===== config.mk =====
export PLATFORM = sky130hd
export DESIGN_NAME = cla_seq_adder
export DESIGN_NICKNAME = d
export VERILOG_FILES = /design/src/rtl/cla_seq_adder.sv
export SDC_FILE = /design/constraint.sdc
export NUM_CORES = 1
export LEC_CHECK = 0
export ABC_AREA = 1
export CAP_MARGIN = 20
export CORE_MARGIN = 2
export CORE_UTILIZATION = 30
export DETAILED_ROUTE_END_ITERATION = 8
export PLACE_DENSITY = 0.49
export SYNTH_ARGS = -nofsm -noshare
export SYNTH_HDL_FRONTEND = slang
export SYNTH_HIERARCHICAL = 1
export SYNTH_SLANG_ARGS = --single-unit

===== constraint.sdc =====
create_clock -name clk -period 4.6 [get_ports clk]
set_clock_uncertainty 0.15 [all_clocks]
set_input_delay 0.92 -clock clk [delete_from_list [all_inputs] [get_ports clk]]
set_output_delay 0.92 -clock clk [all_outputs]
set_load 0.005 [all_outputs]

===== src/rtl/cla_seq_adder.sv =====
// cla_seq_adder: multi-cycle WIDTH-bit adder. One 4-bit carry-lookahead slice
// is reused for every nibble, LSB nibble first. The carry between nibbles is
// held in a register.
//
// Ports:
//   clk                  rising-edge clock
//   rst_n                synchronous active-low reset
//   in_valid / in_ready  operand handshake (a, b, cin)
//   out_valid / out_ready result handshake (sum, cout[, ovf])
//   sum                  a + b + cin, low WIDTH bits
//   cout                 carry out of bit WIDTH-1
//   ovf                  signed overflow; present only when CLA_SEQ_OVF_EN is defined
//
// Optional feature macro: CLA_SEQ_OVF_EN (adds the ovf output).
// Timing: an accept at edge T gives out_valid from edge T+NIB. One operation
// completes every NIB+2 cycles when out_ready is held high.

module cla4 (
  input  logic [3:0] a_i,
  input  logic [3:0] b_i,
  input  logic       c_i,
  output logic [3:0] s_o,
  output logic       c_o
);
  logic [3:0] p, g;
  logic [4:0] c;

  assign p = a_i ^ b_i;
  assign g = a_i & b_i;

  // Every carry is computed directly from g/p and c_i, so no carry ripples.
  assign c[0] = c_i;
  assign c[1] = g[0] | (p[0] & c_i);
  assign c[2] = g[1] | (p[1] & g[0]) | (p[1] & p[0] & c_i);
  assign c[3] = g[2] | (p[2] & g[1]) | (p[2] & p[1] & g[0]) | (p[2] & p[1] & p[0] & c_i);
  assign c[4] = g[3] | (p[3] & g[2]) | (p[3] & p[2] & g[1]) | (p[3] & p[2] & p[1] & g[0])
              | (p[3] & p[2] & p[1] & p[0] & c_i);

  assign s_o = p ^ c[3:0];
  assign c_o = c[4];
endmodule

module cla_seq_adder #(
  parameter int WIDTH = 16
) (
  input  logic             clk,
  input  logic             rst_n,
  input  logic             in_valid,
  output logic             in_ready,
  input  logic [WIDTH-1:0] a,
  input  logic [WIDTH-1:0] b,
  input  logic             cin,
  output logic             out_valid,
  input  logic             out_ready,
  output logic [WIDTH-1:0] sum,
  output logic             cout
`ifdef CLA_SEQ_OVF_EN
  ,
  output logic             ovf
`endif
);
  localparam int NIB = WIDTH / 4;
  localparam int CW  = (NIB > 1) ? $clog2(NIB) : 1;

  typedef enum logic [1:0] {IDLE, RUN, DONE} state_t;

  state_t           state_q;
  logic [WIDTH-1:0] a_sh_q, b_sh_q, sum_sh_q, sum_q;
  logic             carry_q, cout_q, out_valid_q;
  logic [CW-1:0]    nib_cnt_q;

  logic [3:0]       slice_sum;
  logic             slice_cout;
  logic [WIDTH-1:0] sum_sh_d;
  logic             last_nib;

  cla4 u_slice (
    .a_i (a_sh_q[3:0]),
    .b_i (b_sh_q[3:0]),
    .c_i (carry_q),
    .s_o (slice_sum),
    .c_o (slice_cout)
  );

  // The new nibble enters at the top. After NIB shifts, the first nibble has
  // reached bit 0. The cast avoids a zero-width replication when WIDTH == 4.
  assign sum_sh_d = (sum_sh_q >> 4) | (WIDTH'(slice_sum) << (WIDTH - 4));
  assign last_nib = (nib_cnt_q == CW'(NIB - 1));

  assign in_ready  = (state_q == IDLE);
  assign out_valid = out_valid_q;
  assign sum       = sum_q;
  assign cout      = cout_q;

`ifdef CLA_SEQ_OVF_EN
  logic a_msb_q, b_msb_q, ovf_q;
  assign ovf = ovf_q;
`endif

  always_ff @(posedge clk) begin
    if (!rst_n) begin
      state_q     <= IDLE;
      a_sh_q      <= '0;
      b_sh_q      <= '0;
      sum_sh_q    <= '0;
      sum_q       <= '0;
      carry_q     <= 1'b0;
      cout_q      <= 1'b0;
      out_valid_q <= 1'b0;
      nib_cnt_q   <= '0;
`ifdef CLA_SEQ_OVF_EN
      a_msb_q     <= 1'b0;
      b_msb_q     <= 1'b0;
      ovf_q       <= 1'b0;
`endif
    end else begin
      case (state_q)
        IDLE: begin
          if (in_valid) begin
            a_sh_q    <= a;
            b_sh_q    <= b;
            carry_q   <= cin;
            nib_cnt_q <= '0;
`ifdef CLA_SEQ_OVF_EN
            // The operand shifters lose the MSBs, so keep them for the overflow test.
            a_msb_q   <= a[WIDTH-1];
            b_msb_q   <= b[WIDTH-1];
`endif
            state_q   <= RUN;
          end
        end
        RUN: begin
          a_sh_q    <= a_sh_q >> 4;
          b_sh_q    <= b_sh_q >> 4;
          sum_sh_q  <= sum_sh_d;
          carry_q   <= slice_cout;
          nib_cnt_q <= nib_cnt_q + CW'(1);
          if (last_nib) begin
            // The result registers load here and then hold through DONE and IDLE.
            sum_q       <= sum_sh_d;
            cout_q      <= slice_cout;
            out_valid_q <= 1'b1;
`ifdef CLA_SEQ_OVF_EN
            ovf_q       <= (a_msb_q == b_msb_q) && (sum_sh_d[WIDTH-1] != a_msb_q);
`endif
            state_q     <= DONE;
          end
        end
        DONE: begin
          if (out_ready) begin
            out_valid_q <= 1'b0;
            state_q     <= IDLE;
          end
        end
        default: state_q <= IDLE;
      endcase
    end
  end
endmodule

==> summary.md <==
| Metric | Value |
|---|---|
| Status | `complete, no violations` |
| DP Worst Slack | `between 1.5 and 2 ns` |
| Hold Startpoint | `a_sh_q[12]$_SDFFE_PN0P_` |
| Static Leak | `a little under 0.002 µW` |
| Layout Nets | `around 600` |
| GPL Wtd Cong | `around 0.76` |
| CP arrival | `approximately 1.8 ns` |
| Final setup margin | `about 1.8 ns` |
| Via density | `between 4 and 5` |
| Final Max Slew Viols | `0` |
| Post-Syn Area per Cell | `6.407 µm²` |
| Total GRT Usage | `12.74%` |
| Post-CTS Setup Bufs | `0` |
| Max Freq | `351.1 MHz` |
| # IOs | `56` |
| Cell chain of the critical path | `buf_4, nor2_2, clkdlybuf4s50_1` |
| Critical Path Slowest Stage Cell | `clkdlybuf4s50_1` |
| Tcrit/Tclk final | `around 62%` |
| Core Area | `about 0.010 mm²` |
| Initial Utilization | `between 30 and 40%` |
| RSZ-0062 raised after global routing | `false` |
| Most frequent cells after synthesis | `nand2_1, inv_1, nor2_1, dfxtp_1, a21oi_1` |
| Port bufs | `55` |
| H-tree levels | `3` |
| # rows | `37` |
| GRT overflow | `0` |
| Crit path max fanout | `29` |
| Post-synth top area cell | `dfxtp_1` |
| Clock latency on the worst-skew pair | `0.34 ns` |
| Pwr per Cell Area | `between 300 and 400 mW/mm²` |
| DIE WIDTH | `108.0 µm` |
| Slew headroom | `60.03%` |
| Crit. Startpoint | `state_q[0]$_SDFFE_PN0P_` |
| Post_cts resized | `0` |
| Fillers | `between 1k and 1.5k` |
| Synth Register Bits | `67` |
| Post-synth top area share | `41.37%` |
| TritonCTS clock tree | `done` |
| DRC viols | `0` |
| Drt wl/cell | `approximately 10 µm` |
| Final Setup Violations | `0` |
| Reg-to-reg startpoint | `state_q[0]$_SDFFE_PN0P_` |
| Post-DRT Antenna Nets | `0` |
| Post-synth EDFFs | `0` |
| Crit path time final | `2.848 ns` |
| Reg clk slew, reported paths | `0.07 ns` |
| Finished Core Util | `38.44%` |
| Multi-input gate area | `between 0.001 and 0.0015 mm²` |
| Critical path startpoint category | `register` |
| Worst Path Required | `about 3.5 ns` |
| Inserted Diodes | `0` |
| Hold buffer count at CTS | `0` |
| Yosys warns | `6` |
| Primary FF master, synth | `dfxtp_1` |
| Area contributors post-synth | `dfxtp_1, nand2_1, inv_1` |
| Clock root buffer | `clkbuf_8` |
| Vias in the first global route | `roughly 2.6k` |
| Die Y | `roughly 110 µm` |
| VDD IR max | `about 0.12 mV` |
| Worst Hold Class | `reg2reg` |
| Worst path max stage delay | `between 0.5 and 0.6 ns` |
| Post-synthesis sequential area ratio | `around two fifths` |
| Asr flop ratio synth | `0%` |
| TritonCTS sink count | `67` |
| Critical Path Sink Type | `output port` |
| Top-count cell post-synth | `nand2_1` |
| Hold WS | `0.3117 ns` |
| Max-cap violations | `0` |
| Pin count of the biggest net entering global routing | `61` |
| Synth unique cells | `25` |
| Total wire length | `slightly below 7 mm` |
| Synthesized area | `between 0.003 and 0.004 mm²` |
| Vias | `2858` |
| Final count of hold timing violations | `0` |
| Die area | `between 0.01 and 0.015 mm²` |
| Pre-antenna DRT Iters | `6` |
| First-pass GRT wire length | `11.82 mm` |
| WS Path Type | `reg2out` |
| Area delta synth->final | `23.50%` |
| Worst-Margin Slew | `approximately 0.6 ns` |
| Initial antenna violation count | `0` |
| Dpl hpwl | `4.626 mm` |
| Max clock buf depth | `2` |
| Setup TNS | `0 ns` |
| Cts bufs inserted | `9` |
| Initial DRC Count | `124` |
| Layout cells sized above 1 | `about 5%` |
| Syn nets | `roughly 550` |
| Synth Instances | `around 500` |
| Reg area | `between 0.001 and 0.0015 mm²` |
-- critical path: cells and delay by family, from the launching register on --
family / cells / cell delay (ns)
buf+inv: 2 / 0.80
flops: 1 / 0.30
simple gates: 1 / 0.33
-- path summary, 6_finish.rpt --
kind	depth (start not counted)	slack, ns	endpoint
max reg2reg	6	2.40	sum[12]$_SDFFE_PN0P_
min reg2reg	2	0.31	a_sh_q[12]$_SDFFE_PN0P_
max	3	1.75	in_ready
min	2	0.31	a_sh_q[12]$_SDFFE_PN0P_
-- per-layer routing --
layer / up-vias / share of wire, % / GRT usage, %
li1: 1573 / - / -
met1: 1227 / 50 / 15.95
met2: 52 / 45 / 20.71
met3: 6 / 4.2 / 4.039
met4: 0 / 0.88 / 4.396
met5: - / 0 / 0
-- kinds of logic after synthesis --
| group | after synthesis | synth area share (%) |
|---|---|---|
| compound gates | 51 | 7.989 |
| fa+ha+maj | 6 | 2.547 |
| simple gates | 267 | 32.50 |
| flops | 67 | 41.37 |
| xor+xnor | 1 | 0.2702 |
| buf+inv | 114 | 15.32 |
-- cells in the final DEF, fill, tap and decap left out, types with 2 or more instances in the layout --
cell type        instances
ha_1                     5
nand4_1                  2
nand2_1                156
nand2_2                  2
clkinv_2                 4
inv_1                   88
o21ai_0                 14
buf_4                    3
clkdlybuf4s50_1         54
nand3_1                 14
nor2_1                  88
clkbuf_8                11
dfxtp_1                 67
a21oi_1                 36
-- sequential cells by signal (all words and copies together) (netlist names) --
signal	count
cout	1
sum_sh_q	12
b_sh_q	16
state_q	2
out_valid	1
nib_cnt_q	2
sum	16
a_sh_q	16
carry_q	1
-- final cells by class --
type	count	share of cell area [%]
multi-input cells	325	35.25
flip-flops and latches	67	33.50
repair buffers	58	14.19
inverters	89	8.344
well taps	136	4.250
clock buffers	11	3.781
clock inverters	5	0.6875
-- power by group --
group / internal, µW / total (µW) / switching, µW
Combinational: 86.5 / 201 / 114
Clock: 221 / 443 / 221
Sequential: 616 / 633 / 17.1
Total: 924 / 1280 / 353
-- through the flow --
step,power [µW],cells,instance area [µm²]
2_1_floorplan,792.6,506,3242
3_3_place_gp,847.8,675,3825
3_5_place_dp,850.4,675,3825
4_1_cts,1304,691,4004
5_1_grt,1360,691,4004
6_report,1277,691,4004
Note: power is estimated with default switching activity, not from simulation.
